**src/rtl/fifo_rd_pkg.sv**
```systemverilog
// fifo_rd_pkg
// Shared helpers for the async FIFO pointer controllers (read and write side).
//   FIFO_PTR_MAX_W : widest pointer the Gray helpers handle.
//   ptr_width()    : pointer width for a given address width (one wrap bit extra).
//   bin2gray()     : binary to reflected Gray code.
//   gray2bin()     : reflected Gray code to binary.
// Callers zero-extend into FIFO_PTR_MAX_W and truncate the result. This is
// lossless because both conversions leave zero upper bits as zeros.
package fifo_rd_pkg;

  localparam int FIFO_PTR_MAX_W = 32;

  function automatic int ptr_width(input int rdepth);
    return rdepth + 1;
  endfunction

  function automatic logic [FIFO_PTR_MAX_W-1:0] bin2gray(input logic [FIFO_PTR_MAX_W-1:0] bin);
    return bin ^ (bin >> 1);
  endfunction

  function automatic logic [FIFO_PTR_MAX_W-1:0] gray2bin(input logic [FIFO_PTR_MAX_W-1:0] gray);
    logic [FIFO_PTR_MAX_W-1:0] bin;
    bin[FIFO_PTR_MAX_W-1] = gray[FIFO_PTR_MAX_W-1];
    for (int i = FIFO_PTR_MAX_W - 2; i >= 0; i--) begin
      bin[i] = bin[i+1] ^ gray[i];
    end
    return bin;
  endfunction

endpackage

```
**src/rtl/fifo_sync_ff.sv**
```systemverilog
// fifo_sync_ff
// Multi-bit flop-chain synchronizer. Use it only for Gray-coded buses, so that
// at most one bit changes in any source cycle.
//   pos_rclk     : destination clock
//   aresetn_rclk : asynchronous reset, active-low
//   sresetn_rclk : synchronous reset, active-low
//   d_i          : bus from the foreign clock domain. The first stage captures it directly.
//   q_o          : synchronized bus, STAGES cycles later
module fifo_sync_ff #(
  parameter int WIDTH  = 1,
  parameter int STAGES = 2
) (
  input  logic             pos_rclk,
  input  logic             aresetn_rclk,
  input  logic             sresetn_rclk,
  input  logic [WIDTH-1:0] d_i,
  output logic [WIDTH-1:0] q_o
);

  logic [WIDTH-1:0] chain_q [STAGES];

  always_ff @(posedge pos_rclk or negedge aresetn_rclk) begin
    if (!aresetn_rclk) begin
      for (int i = 0; i < STAGES; i++) chain_q[i] <= '0;
    end else if (!sresetn_rclk) begin
      for (int i = 0; i < STAGES; i++) chain_q[i] <= '0;
    end else begin
      chain_q[0] <= d_i;
      for (int i = 1; i < STAGES; i++) chain_q[i] <= chain_q[i-1];
    end
  end

  assign q_o = chain_q[STAGES-1];

endmodule

```
**src/rtl/fifo_rd_ptr_ctrl.sv**
```systemverilog
// fifo_rd_ptr_ctrl
// Read-side pointer controller of an async FIFO. The read pointer is kept in
// binary. Empty, almost-empty and the word count are computed from the
// next-state pointer, so each flag is registered in the same cycle as the read
// that changes it.
//   pos_rclk / aresetn_rclk / sresetn_rclk : read clock, async and sync resets (active-low)
//   fifo_rd_en    : read request. It is ignored while fifo_empty=1.
//   wptr_gray     : write pointer (Gray) from the write domain. It is synchronized here.
//   fifo_empty    : registered empty flag
//   fifo_aempty   : registered flag, rd_count <= AE_THRESH
//   fifo_MEMRADDR : RAM read address. The RAM returns data one cycle after an accepted read.
//   rptr_gray     : registered Gray read pointer for the write domain
//   rd_count      : registered number of words available (0..2**RDEPTH)
//   underflow     : one-cycle pulse after a read request while empty
// Build option: define FIFO_RD_UNDERFLOW_EN to enable the underflow flop.
// When it is undefined, underflow is tied to 0.
module fifo_rd_ptr_ctrl
  import fifo_rd_pkg::*;
#(
  parameter int RDEPTH      = 10,
  parameter int AE_THRESH   = 2,
  parameter int SYNC_STAGES = 2
) (
  input  logic              pos_rclk,
  input  logic              aresetn_rclk,
  input  logic              sresetn_rclk,
  input  logic              fifo_rd_en,
  input  logic [RDEPTH:0]   wptr_gray,
  output logic              fifo_empty,
  output logic              fifo_aempty,
  output logic [RDEPTH-1:0] fifo_MEMRADDR,
  output logic [RDEPTH:0]   rptr_gray,
  output logic [RDEPTH:0]   rd_count,
  output logic              underflow
);

  localparam int            PW          = ptr_width(RDEPTH);
  localparam logic [PW-1:0] AE_THRESH_W = PW'(AE_THRESH);

  logic [PW-1:0] wptr_sync;
  logic [PW-1:0] wptr_sync_bin;
  logic [PW-1:0] rptr_q, rptr_d;
  logic [PW-1:0] rptr_gray_q, rptr_gray_d;
  logic [PW-1:0] rd_count_q, rd_count_d;
  logic          empty_q, empty_d;
  logic          aempty_q, aempty_d;
  logic          rd_ok;

  fifo_sync_ff #(
    .WIDTH  (PW),
    .STAGES (SYNC_STAGES)
  ) u_wptr_sync (
    .pos_rclk     (pos_rclk),
    .aresetn_rclk (aresetn_rclk),
    .sresetn_rclk (sresetn_rclk),
    .d_i          (wptr_gray),
    .q_o          (wptr_sync)
  );

  assign rd_ok = fifo_rd_en & ~empty_q;

  // Every flag is derived from rptr_d, not rptr_q. A read of the last word
  // therefore raises empty in the very next cycle, so no second read can slip through.
  always_comb begin
    rptr_d        = rptr_q + PW'(rd_ok);
    rptr_gray_d   = PW'(bin2gray(FIFO_PTR_MAX_W'(rptr_d)));
    wptr_sync_bin = PW'(gray2bin(FIFO_PTR_MAX_W'(wptr_sync)));
    rd_count_d    = wptr_sync_bin - rptr_d;
    empty_d       = (rptr_gray_d == wptr_sync);
    aempty_d      = (rd_count_d <= AE_THRESH_W);
  end

  always_ff @(posedge pos_rclk or negedge aresetn_rclk) begin
    if (!aresetn_rclk) begin
      rptr_q      <= '0;
      rptr_gray_q <= '0;
      rd_count_q  <= '0;
      empty_q     <= 1'b1;
      aempty_q    <= 1'b1;
    end else if (!sresetn_rclk) begin
      rptr_q      <= '0;
      rptr_gray_q <= '0;
      rd_count_q  <= '0;
      empty_q     <= 1'b1;
      aempty_q    <= 1'b1;
    end else begin
      rptr_q      <= rptr_d;
      rptr_gray_q <= rptr_gray_d;
      rd_count_q  <= rd_count_d;
      empty_q     <= empty_d;
      aempty_q    <= aempty_d;
    end
  end

`ifdef FIFO_RD_UNDERFLOW_EN
  logic underflow_q;

  always_ff @(posedge pos_rclk or negedge aresetn_rclk) begin
    if (!aresetn_rclk) begin
      underflow_q <= 1'b0;
    end else if (!sresetn_rclk) begin
      underflow_q <= 1'b0;
    end else begin
      underflow_q <= fifo_rd_en & empty_q;
    end
  end

  assign underflow = underflow_q;
`else
  assign underflow = 1'b0;
`endif

  assign fifo_empty    = empty_q;
  assign fifo_aempty   = aempty_q;
  assign fifo_MEMRADDR = rptr_q[RDEPTH-1:0];
  assign rptr_gray     = rptr_gray_q;
  assign rd_count      = rd_count_q;

endmodule

```
**config.mk**
```make
export PLATFORM = sky130hd
export DESIGN_NAME = fifo_rd_ptr_ctrl
export DESIGN_NICKNAME = d
export VERILOG_FILES = /design/src/rtl/fifo_rd_pkg.sv /design/src/rtl/fifo_sync_ff.sv /design/src/rtl/fifo_rd_ptr_ctrl.sv
export SDC_FILE = /design/constraint.sdc
export NUM_CORES = 1
export LEC_CHECK = 0
export CAP_MARGIN = 30
export CORE_MARGIN = 8
export CORE_UTILIZATION = 25
export DETAILED_ROUTE_END_ITERATION = 12
export PLACE_DENSITY_LB_ADDON = 0.15
export SYNTH_ARGS = -nofsm -noshare
export SYNTH_HDL_FRONTEND = slang
export SYNTH_HIERARCHICAL = 1
export SYNTH_SLANG_ARGS = --single-unit
```
**constraint.sdc**
```tcl
create_clock -name pos_rclk -period 4.05 [get_ports pos_rclk]
set_input_delay 0.6075 -clock pos_rclk [delete_from_list [all_inputs] [get_ports pos_rclk]]
set_output_delay 0.6075 -clock pos_rclk [all_outputs]
set_load 0.02 [all_outputs]
```
# [Yosys cells after proc, flatten, opt, wreduce, memory -nomap -nowiden]
# Index checks and enable logic that the tools add are counted.
[word_totals] regBits=57 in_bits=15 output_inout_bits=35 elab_cells=30
[classes] add_sub_neg=2 n_lt_le_gt_ge=1 eq_ne=1 mux=6 bitwise_logic=13
[op_table] cell="2-to-1 mux 11 bit" count=3
[op_table] cell="2-to-1 mux 22 bit" count=1
[op_table] cell="adder 11 x 1 -> 11 bit" count=1
[op_table] cell="equality test 11 bit" count=1
[op_table] cell="less-or-equal comparator 11 x 2 -> 1 bit (second input constant)" count=1
[op_table] cell="subtractor 11 bit" count=1
[op_table] cell="XOR 11 x 10 -> 11 bit" count=1
[op_table] cell="XOR 1 bit" count=10
[op_table] cell="2-to-1 mux 1 bit" count=2
[op_table] cell="bitwise AND 1 bit" count=1
[op_table] cell="NOT 1 bit" count=1

# [Logic depth before layout (Yosys ltp)]
# Gate-level depths: netlist of the first run.
[logic_depth] word_depth=13 ltp_mapped=18 mapped_depth_nobuf=16

# [Modules after synthesis]
# Netlist of the first run, hierarchy kept.
[modules_own_cells] module="fifo_rd_ptr_ctrl" instances=1 cells_each=246 area_each_um2=2399.8
[modules_own_cells] module="fifo_sync_ff" instances=1 cells_each=57 area_each_um2=813.3

# [Worst setup path after synthesis of the first run]
# Ideal clock, no wire load.
[synth_timing] path_type="register -> register" startpoint="reg u_wptr_sync.chain_q (netlist bit u_wptr_sync/q_o[10])" endpoint="reg aempty_q, in the netlist fifo_aempty" setup_ps=105 t_arrival_ps=3947 path_slack_ps=-2 path_stages_with_launch=18 path_buffers=1 path_cell_list="dfrtp_1 buf_4 xor3_2 xor2_2 xnor2_2 xnor2_2 xor3_2 xnor2_4 xnor2_1 ha_1 fa_1 nor2b_1 o31a_1 o221a_2 nor2_1 xnor2_1 or3_1 o41ai_1"
[synth_between] elab_chain_len=13
[synth_rtl] item="from (decl)" line_no="fifo_sync_ff.sv:20" text="logic [WIDTH-1:0] chain_q [STAGES];"
[synth_rtl] item="XOR 1 bit (10 in a row)" line_no="fifo_rd_pkg.sv:25" text="bin[i] = bin[i+1] ^ gray[i];"
[synth_rtl] item="subtractor 11 bit *" line_no="fifo_rd_ptr_ctrl.sv:68" text="rd_count_d = wptr_sync_bin - rptr_d;"
[synth_rtl] item="less-or-equal comparator 11 x 2 -> 1 bit *" line_no="fifo_rd_ptr_ctrl.sv:70" text="aempty_d = (rd_count_d <= AE_THRESH_W);"
[synth_rtl] item="2-to-1 mux 1 bit *" line_no="fifo_rd_ptr_ctrl.sv:80" text="end else if (!sresetn_rclk) begin"
[synth_rtl] item="to (signal assigned)" line_no="fifo_rd_ptr_ctrl.sv:91" text="aempty_q <= aempty_d;"
[synth_rtl] item="to (decl)" line_no="fifo_rd_ptr_ctrl.sv:46" text="logic aempty_q, aempty_d;"
# Mark *: on every way between the ends. The rest lies on a longest branch, timed or not.

# [Worst setup path in the final report of the first run]
# Ends and elaborated chain as after synthesis.

==> key figures, run 1 <==
Status
  • Run status: finished, final reports clean

CTS
  • CTS Sinks: 56
  • Worst skew pair latency: 0.30 ns
  • Max clock buf depth: 2
  • Num CTS Buffers: 5
  • Root buf cell: clkbuf_16
  • CTS tree: built
  • Clock slew at reported path FFs: 0.07 ns
  • CTS hold repair buffers: 0
  • H-Tree Level Count: 2

Die
  • Die area: 16,700 um2
  • Chip height: 129 um
  • CORE AREA: 12,600 um2
  • Num rows: 41
  • Initial Util: 0.256
  • Die width: 129 um
  • # IOs: 50

Setup path
  • CP Launch Type: register
  • Crit-path max cell delay: 0.42 ns
  • Reg-to-reg slack, setup: 0.006 ns
  • Worst Path Arrival: 4.24 ns
  • RR Startpoint: u_wptr_sync/q_o[10]
  • Crit-path slowest cell: xor3_2
  • Crit path kind: register to register
  • Critical Path RT: 4.25 ns
  • Crit path capture type: register
  • Reg2Reg Depth: 16
  • Critical Path Fanout Max: 4
  • Reg2Reg Capture Point: fifo_aempty
  • Cell breakdown of the critical path: xor3_2, xor2_2, xnor2_2, xnor2_2, xor3_2, xnor2_4, buf_4, buf_4, xor2_2, fa_2, nor2b_2, o31a_1, a21oi_1, or3_1, or3_1, o41ai_2

Logic synthesis
  • Commonest cells in the netlist: dfrtp_1, and2_1, xor2_1
  • Async SR Flop Fraction: 1.00
  • EDFF count, synth: 0
  • Cells after Synth: 303
  • Ys Warns: 6
  • Most frequent cell after synthesis: dfrtp_1
  • Mean area per synthesized cell: 10.6 um2
  • Seq cells post-synth: 56
  • Net Count, Synth: 331
  • Top cell type's share of synthesized area: 0.421
  • Post-synth top area cell: dfrtp_1
  • Top FF cell, synth: dfrtp_1
  • Syn Std Cell Area: 3210 um2
  • Synth cell types: 48
  • Seq/Total Area, Yosys: 0.437
  • Top post-synthesis cells by area: dfrtp_1, xor2_1, and2_1

Timing
  • Clock Skew: 0.00894 ns
  • Fin Setup TNS: 0 ns
  • Max-slew violation count: 0
  • Fin. Hold Viols: 0
  • Max-slew headroom: 0.472
  • Final Setup Violations: 0
  • Final Cycle Share: 0.999
  • Period minus WS final: 4.04 ns
  • Worst Slack Setup Final: 0.00604 ns
  • Peak Freq: 0.247 GHz
  • Actual transition at the worst max-transition pin: 0.791 ns
  • Unrepaired setup endpoints after global routing: yes

Cells and area
  • Layout net count: 393
  • Fraction of layout cells with a size suffix above 1: 0.213
  • Ant diodes: 0
  • Area added between synthesis and finish: 31.2%
  • Fin area: 4220 um2
  • Util after Layout: 0.335
  • Fillers: 1,307

Placement
  • HPWL after DPL: 5460 um
  • Area of placed instances: 3920 um2
  • GP Congestion: 0.793
  • IO buf count: 48
  • Setup slack after placement: -0.170 ns

Power and ir drop
  • Max IR drop VDD: 221 uV
  • Static leakage: 1.83 nW
  • PwrDens: 420 nW/um2
  • Tot Pwr: 1.77 mW

Global route
  • GRT Overall Usage: 0.0910
  • Number of global-route vias before repair: 2,285
  • Grt ovf: 0
  • Initial antenna violation count: 0
  • Largest net degree at the start of global routing: 57
  • First-pass GRT wire length: 11,900 um

Hold path
  • HP Class: input port to async pin

Route
  • Post-Route WL: 7160 um
  • Post-DR wirelength/cell: 13.3 um
  • Initial DRC Count: 85
  • Vias/cell: 4.11
  • Via count: 2,210
  • Drc violations: 0
  • DRT Pass-1 Iters: 6
  • Detail Route Antenna Nets: 0

Run
  • Number of max-cap violations: 0
## repair_timing
action,in CTS,in global routing
endpoints found under the hold margin,0,0
pin swaps,15,6
gates resized for setup,8,3
endpoints found under the setup margin,2,4
buffers inserted,4,3
## cell type report
cell class,instances,area (um2),share of cell area
timing repair buffer,79,703,0.167
inverter,5,18.8,0.00445
clock buffer,6,129,0.0306
multi-input combinational,218,1690,0.400
sequential,56,1400,0.333
clock inverter,2,60.1,0.0142
tap,172,215,0.0511
## critical path: cells and delay by family (launching register included)
kind / cells / cell delay (ns)
XOR/XNOR: 7 / 1.62
AND/OR/NAND/NOR: 3 / 0.84
adder cells (fa/ha/maj): 1 / 0.36
AO/OA/AOI/OAI: 3 / 0.45
flip-flops: 1 / 0.40
buffers and inverters: 2 / 0.27
## kinds of logic (layout without fill, tap and decap cells)
group | after synthesis | in the layout | share of synthesized area
other | 1 | 1 | 0.00117
multiplexers | 1 | 1 | 0.00350
AND/OR/NAND/NOR | 114 | 114 | 0.206
XOR/XNOR | 49 | 49 | 0.162
adder cells (fa/ha/maj) | 13 | 13 | 0.0530
AO/OA/AOI/OAI | 40 | 40 | 0.0826
flip-flops | 56 | 56 | 0.437
buffers and inverters | 29 | 92 | 0.0541
## cell usage in the layout (no fill, tap or decap), types with 5 or more instances in the layout
cell / count
xnor2_1: 16
nand2_1: 10
nor2_1: 13
ha_1: 11
xor2_1: 24
clkdlybuf4s50_1: 46
buf_4: 31
and2_2: 16
a21oi_1: 9
clkbuf_16: 5
inv_1: 5
o21ai_0: 7
o21a_1: 5
nor2b_1: 13
and2_1: 29
nand3_1: 10
dfrtp_1: 54
## metal layers
metal / routed length (um) / share of wire / track usage / up-vias
met5: 0 / 0 / 0 / -
met4: 60 / 0.0084 / 0.0228 / 0
met3: 479 / 0.067 / 0.0300 / 6
met2: 3040 / 0.42 / 0.138 / 53
met1: 3580 / 0.50 / 0.122 / 1031
li1: - / - / - / 1120
## per-stage QoR
stage | instances | hold slack (ns)
after detailed placement | 523 | 0.446
after global routing | 538 | 0.302
after global placement | 523 | 0.444
after CTS | 535 | 0.279
final | 538 | 0.262
after floorplan | 303 | 0.312
## flip-flops by register name, indices dropped and copies added, names as in the netlist
signal and flops:
rd_count 11, rptr_gray 11, u_wptr_sync/chain_q 11, u_wptr_sync/q_o 11, rptr_q 10, fifo_aempty 1, fifo_empty 1
## worst max-delay path by stage
stage / slack (ns) / start / endpoint
after CTS: -0.17 / u_wptr_sync/q_o[9] / fifo_aempty
after global placement: -0.07 / u_wptr_sync/q_o[8] / fifo_aempty
after detailed placement: -0.17 / u_wptr_sync/q_o[8] / fifo_aempty
final: 0.006 / u_wptr_sync/q_o[10] / fifo_aempty
after global routing: -0.18 / u_wptr_sync/q_o[8] / fifo_aempty
after floorplan: -0.002 / u_wptr_sync/q_o[10] / fifo_aempty
## power by group
group	internal (mW)	switching [mW]	leakage [nW]
Clock	0.355	0.197	0.0911
Sequential	0.607	0.0194	0.745
Combinational	0.308	0.282	0.989
Total	1.27	0.499	1.83
Power figures use the tool's default switching activity.
==> run 2: changes to the inputs <==
CTS_BUF_LIST = sky130_fd_sc_hd__clkbuf_16   (was not set)
==> run 2 against run 1 <==
  * Routed wire length unchanged
  * Utilization did not move
  * Sequential power about the same
  * Fmax unchanged
  * Clock-buffer cell count is 1 lower
  * Via count unchanged
  * Sequential cell count did not move
  * Global-route usage unchanged
  * First-iteration DRC count shrank 5.9%
==> key figures, run 2 (synthesis results as in run 1) <==
CTS
  • CTS tree: built
  • Worst skew pair latency: 0.30 ns (about the same)
  • Root buf cell: clkbuf_16
  • H-Tree Level Count: 2 (unchanged)
  • Max clock buf depth: 2 (unchanged)
  • Clock slew at reported path FFs: 0.07 ns (about the same)
  • Num CTS Buffers: 5 (unchanged)
  • CTS Sinks: 56 (unchanged)

Setup path
  • Worst Path Arrival: 4.24 ns (about the same)
  • Critical Path Fanout Max: 4 (unchanged)
  • Crit path capture type: register
  • CP Launch Type: register
  • Critical Path RT: 4.25 ns (about the same)
  • Crit path kind: register to register

Cells and area
  • Util after Layout: 0.335 (unchanged)
  • Final non-filler cell total: 538 (unchanged)
  • Commonest non-fill, non-tap cell in the layout: dfrtp_1
  • Ant diodes: 0 (unchanged)
  • Area added between synthesis and finish: 31.2% (unchanged)
  • Layout net count: 393 (unchanged)
  • Fin area: 4220 um2 (unchanged)
  • Commonest non-fill, non-tap cells in the layout: dfrtp_1, clkdlybuf4s50_1, buf_4
  • Fraction of layout cells with a size suffix above 1: 0.213 (unchanged)
  • Fillers: 1,307 (unchanged)

Hold path
  • HP Class: input port to async pin

Route
  • Post-DR wirelength/cell: 13.3 um (unchanged)
  • Detail Route Antenna Nets: 0 (unchanged)
  • Via count: 2,210 (unchanged)
  • Initial DRC Count: 80 (-5.9%)
  • Post-Route WL: 7160 um (unchanged)
  • Vias/cell: 4.11 (unchanged)
  • Drc violations: 0 (unchanged)
  • DRT Pass-1 Iters: 6 (unchanged)

Timing
  • Fin. Hold Viols: 0 (unchanged)
  • Fin Setup TNS: 0 ns (unchanged)
  • Final Cycle Share: 0.999 (about the same)
  • Max-slew violation count: 0 (unchanged)
  • Peak Freq: 0.247 GHz (unchanged)
  • Unrepaired setup endpoints after global routing: yes
  • Max-slew headroom: 0.472 (about the same)
  • Clock Skew: 0.00918 ns (+0.000238 ns)
  • Final Setup Violations: 0 (unchanged)
  • Actual transition at the worst max-transition pin: 0.792 ns (+0.000622 ns)
  • Period minus WS final: 4.04 ns (-0.000000440 ns)

Global route
  • GRT Overall Usage: 0.0910 (unchanged)
  • Grt ovf: 0 (unchanged)
  • Number of global-route vias before repair: 2,285 (unchanged)
  • First-pass GRT wire length: 11,900 um (unchanged)
  • Largest net degree at the start of global routing: 57 (unchanged)
  • Initial antenna violation count: 0 (unchanged)

Die
  • Die width: 129 um (unchanged)
  • Die area: 16,700 um2 (unchanged)
  • Chip height: 129 um (unchanged)
  • Initial Util: 0.256 (unchanged)
  • # IOs: 50 (unchanged)
  • Num rows: 41 (unchanged)
  • CORE AREA: 12,600 um2 (unchanged)

Status
  • Run status: finished, final reports clean

Power and ir drop
  • Static leakage: 1.83 nW (+0.23%)
  • PwrDens: 419 nW/um2 (-0.13%)
  • Max IR drop VDD: 218 uV (-1.6%)
  • Tot Pwr: 1.77 mW (-0.13%)

Placement
  • HPWL after DPL: 5460 um (unchanged)
  • GP Congestion: 0.793 (unchanged)
  • Placed Cells: 523 (unchanged)
  • IO buf count: 48 (unchanged)
  • Area of placed instances: 3920 um2 (unchanged)

Run
  • Number of max-cap violations: 0 (unchanged)
-- run 2: cell types whose count changed in the layout (fill, tap and decap cells not counted), sizes merged --
| cell | previous run | this run |
|---|---|---|
| clkbuf | 6 | 5 |
| inv | 5 | 6 |
-- run 2: layer usage --
metal | track usage | share of wire | wire (um) | vias to the layer above
met1 | 0.122 | 0.50 | 3580 | 1031
met4 | 0.0228 | 0.0084 | 60 | 0
met3 | 0.0300 | 0.067 | 479 | 6
met5 | 0 | 0 | 0 | -
met2 | 0.138 | 0.42 | 3040 | 53
li1 | - | - | - | 1120
-- run 2: path summary, 6_finish.rpt --
kind | startpoint | cells past startpoint | slack (ns) | end
max in group asynchronous | aresetn_rclk | 2 | 2.94 | fifo_aempty
hold reg to reg | u_wptr_sync/chain_q[18] | 1 | 0.46 | u_wptr_sync/q_o[7]
hold / removal | aresetn_rclk | 1 | 0.26 | rptr_gray[1]
min in group pos_rclk | u_wptr_sync/chain_q[18] | 1 | 0.46 | u_wptr_sync/q_o[7]
setup / recovery | u_wptr_sync/q_o[10] | 16 | 0.006 | fifo_aempty
setup reg to reg | u_wptr_sync/q_o[10] | 16 | 0.006 | fifo_aempty
-- run 2: where the power goes --
group	leakage, nW	internal, mW	total, mW	switching (mW)
registers	0.745	0.607	0.626	0.0194
clock network	0.0952	0.352	0.550	0.198
logic	0.989	0.308	0.590	0.282
-- run 2: final cells by class --
cell class | count | area (um2) | share of cell area
inverter | 5 | 18.8 | 0.00445
tap | 172 | 215 | 0.0511
sequential | 56 | 1400 | 0.333
timing repair buffer | 79 | 703 | 0.167
clock inverter | 3 | 63.8 | 0.0151
multi-input combinational | 218 | 1690 | 0.400
clock buffer | 5 | 125 | 0.0297
-- run 2: repair_timing --
item                                    in CTS  in global routing
endpoints found under the setup margin       2                  4
setup buffers                                4                  3
hold buffers                                 0                  0
gates cloned                                 0                  0
pin swaps                                   15                  6
resized for setup                            8                  3
-- run 2: metrics by stage --
step | setup WS, ns | hold WS (ns)
after floorplan | -0.00239 | 0.312
after global placement | -0.0736 | 0.444
after detailed placement | -0.170 | 0.446
after CTS | -0.171 | 0.279
after global routing | -0.176 | 0.302
final | 0.00604 | 0.262
-- run 2: worst max-delay path, cell delays in order, from the launching register on --
cell and delay (ns):
dfrtp_1 0.40, xor3_2 0.42, xor2_2 0.18, xnor2_2 0.21
xnor2_2 0.15, xor3_2 0.35, xnor2_4 0.17, buf_4 0.14
buf_4 0.13, xor2_2 0.14, fa_2 0.36, nor2b_2 0.14
o31a_1 0.17, a21oi_1 0.06, or3_1 0.31, or3_1 0.39
o41ai_2 0.22
